**config.mk**
```make
export PLATFORM = sky130hd
export DESIGN_NAME = riscv_lsu
export DESIGN_NICKNAME = d
export VERILOG_FILES = /design/src/rtl/riscv_lsu.sv
export SDC_FILE = /design/constraint.sdc
export NUM_CORES = 1
export LEC_CHECK = 0
export BUFFER_PORTS_ARGS = -buffer_cell sky130_fd_sc_hd__buf_2
export CAP_MARGIN = 20
export CORE_MARGIN = 2
export CORE_UTILIZATION = 44
export DETAILED_ROUTE_END_ITERATION = 12
export GPL_TIMING_DRIVEN = 0
export PLACE_DENSITY = 0.77
export SLEW_MARGIN = 5
export SYNTH_ARGS = -nofsm -noshare
export SYNTH_HDL_FRONTEND = slang
export SYNTH_SLANG_ARGS = --single-unit
```
**constraint.sdc**
```tcl
create_clock -name clk_i -period 1.8 [get_ports clk_i]
set_input_delay 0.27 -clock clk_i [delete_from_list [all_inputs] [get_ports clk_i]]
set_output_delay 0.27 -clock clk_i [all_outputs]
set_load 0.005 [all_outputs]
```
**src/rtl/riscv_lsu.sv**
```systemverilog
// Load/store unit: one outstanding data-memory access at a time on a grant/valid bus,
// with byte-lane alignment for stores and sign/zero extension of load data into the GPR file.
module riscv_lsu #(
   parameter  int XLEN = 32,
   localparam int RW   = $clog2(XLEN),
   localparam int BW   = XLEN / 8
) (
   input  logic            clk_i,
   input  logic            arstn_i,
   input  logic            req_i,
   input  logic            we_i,
   input  logic [1:0]      size_i,
   input  logic            unsigned_i,
   input  logic [XLEN-1:0] addr_i,
   input  logic [XLEN-1:0] wdata_i,
   input  logic [RW-1:0]   rd_i,
   output logic            stall_o,
   output logic            misalign_o,
   output logic            mem_req_o,
   output logic            mem_we_o,
   output logic [BW-1:0]   mem_be_o,
   output logic [XLEN-1:0] mem_addr_o,
   output logic [XLEN-1:0] mem_wdata_o,
   input  logic            mem_gnt_i,
   input  logic            mem_rvalid_i,
   input  logic [XLEN-1:0] mem_rdata_i,
   output logic            gpr_we_o,
   output logic [RW-1:0]   gpr_wa_o,
   output logic [XLEN-1:0] gpr_wd_o
);

   typedef enum logic [1:0] {S_IDLE, S_REQ, S_WAIT, S_WB} state_e;

   state_e            state_q, state_d;
   logic              we_q, we_d;
   logic [1:0]        size_q, size_d;
   logic              uns_q, uns_d;
   logic [RW-1:0]     rd_q, rd_d;
   logic [1:0]        off_q, off_d;
   logic              mem_req_q, mem_req_d;
   logic              mem_we_q, mem_we_d;
   logic [BW-1:0]     mem_be_q, mem_be_d;
   logic [XLEN-1:0]   mem_addr_q, mem_addr_d;
   logic [XLEN-1:0]   mem_wdata_q, mem_wdata_d;
   logic              gpr_we_q, gpr_we_d;
   logic [RW-1:0]     gpr_wa_q, gpr_wa_d;
   logic [XLEN-1:0]   gpr_wd_q, gpr_wd_d;

   logic              legal;
   logic              idle;
   logic [XLEN-1:0]   shifted;
   logic [XLEN-1:0]   load_data;

   always_comb begin
      legal = 1'b0;
      case (size_i)
         2'b00:   legal = 1'b1;
         2'b01:   legal = ~addr_i[0];
         2'b10:   legal = (addr_i[1:0] == 2'b00);
         default: legal = 1'b0;
      endcase
      idle       = (state_q == S_IDLE);
      misalign_o = idle & req_i & ~legal;
      stall_o    = ~idle | (req_i & legal);
   end

   // Returned word is shifted down to the accessed lane, then extended from its top bit.
   always_comb begin
      shifted   = mem_rdata_i >> {off_q, 3'b000};
      load_data = shifted;
      case (size_q)
         2'b00:   load_data = {{(XLEN-8){~uns_q & shifted[7]}}, shifted[7:0]};
         2'b01:   load_data = {{(XLEN-16){~uns_q & shifted[15]}}, shifted[15:0]};
         default: load_data = shifted;
      endcase
   end

   always_comb begin
      state_d     = state_q;
      we_d        = we_q;
      size_d      = size_q;
      uns_d       = uns_q;
      rd_d        = rd_q;
      off_d       = off_q;
      mem_req_d   = mem_req_q;
      mem_we_d    = mem_we_q;
      mem_be_d    = mem_be_q;
      mem_addr_d  = mem_addr_q;
      mem_wdata_d = mem_wdata_q;
      gpr_we_d    = 1'b0;
      gpr_wa_d    = gpr_wa_q;
      gpr_wd_d    = gpr_wd_q;
      case (state_q)
         S_IDLE: begin
            if (req_i && legal) begin
               we_d       = we_i;
               size_d     = size_i;
               uns_d      = unsigned_i;
               rd_d       = rd_i;
               off_d      = addr_i[1:0];
               mem_req_d  = 1'b1;
               mem_we_d   = we_i;
               mem_addr_d = {addr_i[XLEN-1:2], 2'b00};
               case (size_i)
                  2'b00: begin
                     mem_be_d    = BW'(1) << addr_i[1:0];
                     mem_wdata_d = {(XLEN/8){wdata_i[7:0]}};
                  end
                  2'b01: begin
                     mem_be_d    = BW'(3) << addr_i[1:0];
                     mem_wdata_d = {(XLEN/16){wdata_i[15:0]}};
                  end
                  default: begin
                     mem_be_d    = '1;
                     mem_wdata_d = wdata_i;
                  end
               endcase
               state_d = S_REQ;
            end
         end
         S_REQ: begin
            if (mem_gnt_i) begin
               mem_req_d = 1'b0;
               state_d   = we_q ? S_IDLE : S_WAIT;
            end
         end
         S_WAIT: begin
            if (mem_rvalid_i) begin
               gpr_we_d = (rd_q != '0);
               gpr_wa_d = rd_q;
               gpr_wd_d = load_data;
               state_d  = S_WB;
            end
         end
         default: state_d = S_IDLE;
      endcase
   end

   always_ff @(posedge clk_i or negedge arstn_i) begin
      if (!arstn_i) begin
         state_q     <= S_IDLE;
         we_q        <= 1'b0;
         size_q      <= 2'b00;
         uns_q       <= 1'b0;
         rd_q        <= '0;
         off_q       <= 2'b00;
         mem_req_q   <= 1'b0;
         mem_we_q    <= 1'b0;
         mem_be_q    <= '0;
         mem_addr_q  <= '0;
         mem_wdata_q <= '0;
         gpr_we_q    <= 1'b0;
         gpr_wa_q    <= '0;
         gpr_wd_q    <= '0;
      end else begin
         state_q     <= state_d;
         we_q        <= we_d;
         size_q      <= size_d;
         uns_q       <= uns_d;
         rd_q        <= rd_d;
         off_q       <= off_d;
         mem_req_q   <= mem_req_d;
         mem_we_q    <= mem_we_d;
         mem_be_q    <= mem_be_d;
         mem_addr_q  <= mem_addr_d;
         mem_wdata_q <= mem_wdata_d;
         gpr_we_q    <= gpr_we_d;
         gpr_wa_q    <= gpr_wa_d;
         gpr_wd_q    <= gpr_wd_d;
      end
   end

   assign mem_req_o   = mem_req_q;
   assign mem_we_o    = mem_we_q;
   assign mem_be_o    = mem_be_q;
   assign mem_addr_o  = mem_addr_q;
   assign mem_wdata_o = mem_wdata_q;
   assign gpr_we_o    = gpr_we_q;
   assign gpr_wa_o    = gpr_wa_q;
   assign gpr_wd_o    = gpr_wd_q;

endmodule

```
==> results of run 1 <==
-- what timing repair did --
item | CTS | global route
setup buffers | 1 | 0
hold buffers | 1 | 0
pin swaps | 1 | 1
endpoints found under the setup margin | 19 | 83
resized for setup | 2 | 11
endpoints found under the hold margin | 52 | 0
-- per-layer routing --
metal  global-route usage  vias up  part of all wire
met1                0.277     2323              0.39
met3               0.0900       38             0.090
met2                0.403      228              0.49
li1                     -     2158                 -
met5                    0        -                 0
met4                0.124        0             0.030
-- sequential cells by signal, summed over array words and instances, names as in the netlist --
| register | flops |
|---|---|
| gpr_we_o | 1 |
| mem_wdata_o | 32 |
| mem_be_o | 4 |
| state_q | 2 |
| gpr_wa_o | 5 |
| mem_addr_o | 30 |
| mem_we_o | 1 |
| uns_q | 1 |
| gpr_wd_o | 32 |
| rd_q | 5 |
| mem_req_o | 1 |
| off_q | 2 |
| size_q | 2 |
-- through the flow --
step	setup TNS, ns	total power, W	setup slack (ns)	cells
floorplan	0	0.00691	0.0466	486
global placement	-105.30	0.00875	-0.894	848
detailed placement	-1.74	0.00896	-0.0760	849
CTS	0	0.0124	0.0139	882
global route	0	0.0131	0.00707	881
finish	0	0.0123	0.0828	881
-- worst min path at each step --
stage | slack, ns | end | from
finish | 0.09 | mem_addr_o[15]$_DFFE_PN0P_ | addr_i[15]
global route | 0.07 | rd_q[0]$_DFFE_PN0P_ | rd_i[0]
CTS | 0.07 | mem_addr_o[15]$_DFFE_PN0P_ | addr_i[15]
detailed placement | 0.26 | gpr_wa_o[0]$_DFFE_PN0P_ | arstn_i
global placement | 0.46 | mem_wdata_o[27]$_DFFE_PN0P_ | mem_wdata_o[27]$_DFFE_PN0P_
floorplan | -0.03 | gpr_wa_o[0]$_DFFE_PN0P_ | arstn_i
-- power groups by stage --
stage	clock, W	combinational, W	sequential, W
global placement	0	0.00414	0.00461
global route	0.00346	0.00479	0.00483
CTS	0.00335	0.00434	0.00466
floorplan	0	0.00221	0.00470
finish	0.00328	0.00433	0.00468
detailed placement	0	0.00427	0.00470
-- cells by family (layout without fill, tap and decap cells) --
logic type / count (synthesis) / after routing / synth area share
buffers and inverters: 35 / 283 / 0.0327
flip-flops: 118 / 118 / 0.551
AND/OR/NAND/NOR: 144 / 144 / 0.119
XOR/XNOR: 1 / 1 / 0.00163
AO/OA/AOI/OAI: 86 / 86 / 0.0935
multiplexers: 100 / 100 / 0.202
other: 1 / 2 / 0.000699
-- layout by cell type (no fill, tap or decap), types with 5 or more instances in the layout --
| cell | count |
|---|---|
| a21oi_1 | 25 |
| a221o_1 | 8 |
| and2_1 | 8 |
| buf_2 | 223 |
| clkbuf_1 | 17 |
| clkbuf_16 | 17 |
| clkinv_2 | 5 |
| dfrtp_1 | 117 |
| mux2_2 | 57 |
| mux2i_1 | 42 |
| nand2_1 | 68 |
| nand3_1 | 14 |
| nor2_1 | 36 |
| o21ai_0 | 44 |
-- final cells by class --
class | count | area [µm²] | area share
well taps | 147 | 184 | 0.0253
clock buffers | 22 | 474 | 0.0652
flip-flops and latches | 118 | 2950 | 0.406
clock inverters | 9 | 101 | 0.0139
plain buffers | 33 | 169 | 0.0232
multi-input cells | 333 | 2260 | 0.311
inverters | 1 | 3.75 | 0.000516
repair buffers | 218 | 1130 | 0.155
==> flow_summary_export.csv, run 1 <==
group,metric,value,unit
setup_path,crit_path_cell_trace,"mux4_2 -> or2_4 -> and3_4 -> a221o_1",
routing,route.final.wire_length,15600,µm
routing,detailedRoute.firstIterationViolations,345,
finish,drive_above_1_share,0.451,
yosys,synthMostInstantiatedCell,"dfrtp_1",
placed_design,hpwl,11600,µm
setup_path,cp_slowest_cell,"mux4_2",
routing,wl_per_cell,17.7,µm
finish,antenna_cells,0,
setup_path,critPathLaunchType,"flip-flop",
floorplanning,floorplan.die.height,114,µm
setup_path,critical_path_peak_fanout,8,
pwr,cellInternalPower,0.00825,W
setup_path,r2r_setup_slack,0.08,ns
yosys,syn_avg_cell_area,11.1,µm²
setup_path,r2r-start,"size_q[0]$_DFFE_PN0P_",
setup_path,worst-r2r-cell-count,4,
setup_path,arrival,2.01,ns
yosys,post_synth_most_frequent_cells,"118 x dfrtp_1, 68 x nand2_1, 57 x mux2_2, 44 x o21ai_0, 42 x mux2i_1",
placed_design,place.gp.congestion,0.923,
sta,rsz0062_at_grt,"no",
setup_path,crit_required,2.09,ns
routing,drc,0,
pwr,vdd.ir_drop.worst,0.893,mV
routing,vias_per_cell,5.39,
pwr,total_leakage_power,3.70,nW
floorplanning,std_cell_rows,40,
floorplanning,die-area,0.0131,mm²
routing,drt.antenna.violating_nets,0,
yosys,synth_edf_count,0,
global_route,antenna_found_initial,0,
routing,first_pass_iters,4,
setup_path,critical_path_depth,4,
finish,finish.instance_area,0.00727,mm²
clock_tree,cts_max_path_buffers,2,
global_route,grt.total_usage,0.244,
pwr,pwr-share-comb,0.353,
job,number_of_max_cap_violations,0,
clock_tree,htree_num_levels,4,
pwr,p_clk_frac,0.267,
setup_path,critical_path.reg2reg.endpoint,"gpr_wd_o[26]$_DFFE_PN0P_",
finish,n_fill_cell,1009,
setup_path,peak_per_stage_delay_on_the_critical_path,0.50,ns
placed_design,place_area,0.00666,mm²
setup_path,worst_path_dominant_cell_family,"multiplexers",
pwr,power_frac_seq,0.381,
sta,finalCriticalPeriod,1.72,ns
clock_tree,cts_made_buffers,17,
sta,max_freq,582,MHz
global_route,grt_start_max_net_pins,67,
finish,finish.net_count,832,
clock_tree,clk_latency,0.41,ns
floorplanning,die_width,114,µm
sta,final-setup-viol-count,0,
floorplanning,core_area,0.0120,mm²
yosys,most_area_hungry_cell_type_in_the_yosys_netlist,"dfrtp_1",
global_route,grt.overflow.total,0,
yosys,synth_area,0.00536,mm²
sta,holdWs,0.0885,ns
yosys,synth_seq_area_share,0.551,
floorplanning,floorplan.initialDensity,0.448,
yosys,synth.ff_latch_count,118,
finish,areaGrowthSynthToFinish,35.6,%
setup_path,worst_setup_path_startpoint,"size_q[0]$_DFFE_PN0P_",
sta,timing.max_slew.rel_slack,0.328,
global_route,grt_pass1_vias,4868,
hold_path,min-delay-path-class,"in -> reg",
yosys,syn-instance-count,485,
yosys,synthFlopType,"dfrtp_1",
sta,drv_slew,0,
yosys,yosys.cell_types.count,33,
pwr,power_switching_share,0.329,
yosys,synth.top_cell.area_share,0.551,
setup_path,critPathKind,"reg -> reg",
pwr,netSwitchingPower,0.00404,W
clock_tree,cts_root_buf,"clkbuf_16",
placed_design,port-buffer-count,215,
setup_path,endpoint_kind,"flip-flop",
global_route,grt_pass1_wl,24400,µm
sta,final_hold_viol_count,0,
sta,timing.clock.skew,0.00545,ns
setup_path,crit_path_end,"gpr_wd_o[26]$_DFFE_PN0P_",
outcome,outcome,"complete, no violations",
clock_tree,clk_transition_reported_paths,0.05,ns
yosys,yosys_warnings,0,
hold_path,min_path_cells,2,
sta,worstMarginPinSlew,1.00,ns
pwr,total_power_per_unit_cell_area,1690,mW/mm²
setup_path,cp.buffers_inverters,0,
yosys,async_flop_share,1.00,
yosys,synth_area_leaders,"dfrtp_1 55%, mux2_2 12%, mux2i_1 7.8%, nand2_1 4.8%, o21ai_0 4.1%",
sta,fin_crit_sh,0.954,
floorplanning,boundaryPins,220,
routing,dr_total_vias,4747,
clock_tree,tritoncts,"yes",
finish,fin_util,0.608,
clock_tree,numClockSinks,118,
Note: power is estimated with default switching activity, not from simulation.
==> run 2, diff against run 1 <==
--- a/config.mk
+++ b/config.mk
@@ -10,7 +10,6 @@
 export CORE_MARGIN = 2
 export CORE_UTILIZATION = 44
 export DETAILED_ROUTE_END_ITERATION = 12
-export GPL_TIMING_DRIVEN = 0
 export PLACE_DENSITY = 0.77
 export SLEW_MARGIN = 5
 export SYNTH_ARGS = -nofsm -noshare
==> run 2 against run 1 <==
Combinational power fell by 2%. Design area fell by 0.14%. Global-route usage fell by 1.7 points. Critical path depth did not move. First-iteration DRC count fell by 11%. Total power fell by 1.1%. Routed wire length fell by 6.2%. Cell count fell by 1.5%. Sequential share of layout area barely moved. Via count fell by 3.4%. Non-clock buffer count fell by 15. Highest routed layer unchanged.
==> flow_summary_export.csv, run 2 (synthesis gave the netlist of run 1 again) <==
group,metric,value,unit
setup_path,endpoint_kind,"flip-flop",
sta,finalCriticalPeriod,1.68,ns
sta,timing.clock.skew,0.0168,ns
floorplanning,floorplan.initialDensity,0.448,
hold_path,min-delay-path-class,"in -> reg",
placed_design,place.gp.congestion,0.946,
global_route,grt_start_max_net_pins,77,
sta,final.setup.tns,0,ns
setup_path,critPathLaunchType,"flip-flop",
global_route,grt_pass1_vias,4486,
routing,first_pass_iters,4,
sta,final-setup-viol-count,0,
pwr,vdd.ir_drop.worst,0.958,mV
global_route,antenna_found_initial,1,
clock_tree,cts_root_buf,"clkbuf_16",
global_route,grt.total_usage,0.226,
finish,drive_above_1_share,0.456,
setup_path,crit_path_cell_trace,"mux4_2 -> or2_1 -> and3_4 -> a221o_1",
global_route,grt_pass1_wl,22600,µm
routing,drt.antenna.violating_nets,0,
clock_tree,tritoncts,"yes",
clock_tree,post-cts-setup-buffer-count,0,
sta,final.setup.worst_slack,0.117,ns
placed_design,hpwl,10600,µm
setup_path,arrival,1.96,ns
sta,timing.max_slew.rel_slack,0.663,
routing,route.final.wire_length,14600,µm
outcome,outcome,"complete, no violations",
clock_tree,clk_latency,0.41,ns
finish,n_fill_cell,979,
sta,final_hold_viol_count,0,
finish,finish.instance_area,0.00726,mm²
sta,max_freq,594,MHz
clock_tree,cts_max_path_buffers,2,
setup_path,critPathKind,"reg -> reg",
routing,dr_total_vias,4585,
finish,areaGrowthSynthToFinish,35.4,%
floorplanning,boundaryPins,220,
placed_design,preCtsSetupSlack,0.0335,ns
placed_design,place_area,0.00668,mm²
floorplanning,die_width,114,µm
setup_path,crit_required,2.08,ns
clock_tree,clk_transition_reported_paths,0.05,ns
floorplanning,core_area,0.0120,mm²
routing,detailedRoute.firstIterationViolations,307,
pwr,total_leakage_power,3.70,nW
sta,drv_slew,0,
finish,layout_common_cells,"216 x buf_2, 118 x dfrtp_1, 68 x nand2_1",
global_route,grt.overflow.total,0,
pwr,total_power_per_unit_cell_area,1670,mW/mm²
sta,worstMarginPinSlew,0.503,ns
setup_path,critical_path_peak_fanout,8,
setup_path,peak_per_stage_delay_on_the_critical_path,0.49,ns
job,number_of_max_cap_violations,0,
sta,fin_crit_sh,0.935,
placed_design,port-buffer-count,217,
routing,vias_per_cell,5.28,
routing,drc,0,
clock_tree,htree_num_levels,4,
clock_tree,numClockSinks,118,
routing,wl_per_cell,16.8,µm
finish,finish.net_count,817,
clock_tree,cts_made_buffers,17,
setup_path,cp_slowest_cell,"mux4_2",
floorplanning,std_cell_rows,40,
floorplanning,die-area,0.0131,mm²
finish,most_common_cell_after_layout_fill_and_taps_aside,"buf_2",
floorplanning,floorplan.die.height,114,µm
run 2: cell types whose count changed in the layout (fill, tap and decap cells not counted), moves of 2 or more:
cell	before	now
buf_12	0	5
buf_2	223	216
buf_4	4	13
buf_6	3	1
clkbuf_1	17	5
clkbuf_2	3	0
clkbuf_8	3	1
clkinvlp_4	1	3
run 2: repair_timing:
action                                  4_1_cts  5_1_grt
endpoints found under the setup margin        0       10
endpoints found under the hold margin       118        0
hold buffers                                  1        0
gates resized for setup                       0        3
run 2: cell type report:
cell class	instances	area, µm²	area share
clock inverter	9	103	0.0141
timing repair buffer	236	1300	0.179
antenna	1	2.50	0.000345
sequential	118	2950	0.407
tap	147	184	0.0253
clock buffer	23	458	0.0631
multi-input combinational	333	2260	0.311
inverter	1	3.75	0.000517
run 2: path summary, 6_finish.rpt:
path | slack (ns) | startpoint | cells after the start | endpoint
max in group asynchronous | 1.01 | arstn_i | 3 | mem_wdata_o[29]$_DFFE_PN0P_
min reg2reg | 0.48 | gpr_wa_o[1]$_DFFE_PN0P_ | 2 | gpr_wa_o[1]$_DFFE_PN0P_
max reg2reg | 0.12 | size_q[0]$_DFFE_PN0P_ | 4 | gpr_wd_o[28]$_DFFE_PN0P_
min in group asynchronous | 0.39 | arstn_i | 3 | gpr_we_o$_DFF_PN0_
max | 0.12 | size_q[0]$_DFFE_PN0P_ | 4 | gpr_wd_o[28]$_DFFE_PN0P_
min | 0.09 | addr_i[29] | 2 | mem_addr_o[29]$_DFFE_PN0P_
run 2: power breakdown:
group / internal (W) / total, W / switching [W] / leakage [nW]
clock network: 0.00206 / 0.00322 / 0.00116 / 0.267
registers: 0.00392 / 0.00467 / 0.000752 / 1.44
logic: 0.00223 / 0.00426 / 0.00204 / 1.99
total: 0.00821 / 0.0122 / 0.00395 / 3.70
run 2: layer usage:
metal | vias to the layer above | share of wire | track usage
li1 | 2138 | - | -
met1 | 2204 | 0.40 | 0.264
met2 | 217 | 0.49 | 0.371
met3 | 26 | 0.089 | 0.0842
met4 | 0 | 0.023 | 0.105
met5 | - | 0 | 0
run 2: worst max-delay path, delay by kind of cell, from the launching register on:
family	cells	cell delay [ns]
compound gates	1	0.27
flops	1	0.37
mux	1	0.49
simple gates	2	0.43
run 2: stage by stage:
| step | total power (W) | instances | util | hold slack (ns) |
|---|---|---|---|---|
| after global routing | 0.0130 | 868 | 0.607 | 0.0721 |
| after floorplan | 0.00691 | 486 | - | -0.0256 |
| after CTS | 0.0123 | 867 | 0.606 | 0.0743 |
| after detailed placement | 0.00897 | 834 | 0.558 | 0.276 |
| final | 0.0122 | 868 | 0.607 | 0.0869 |
| after global placement | 0.00876 | 834 | 0.558 | 0.279 |
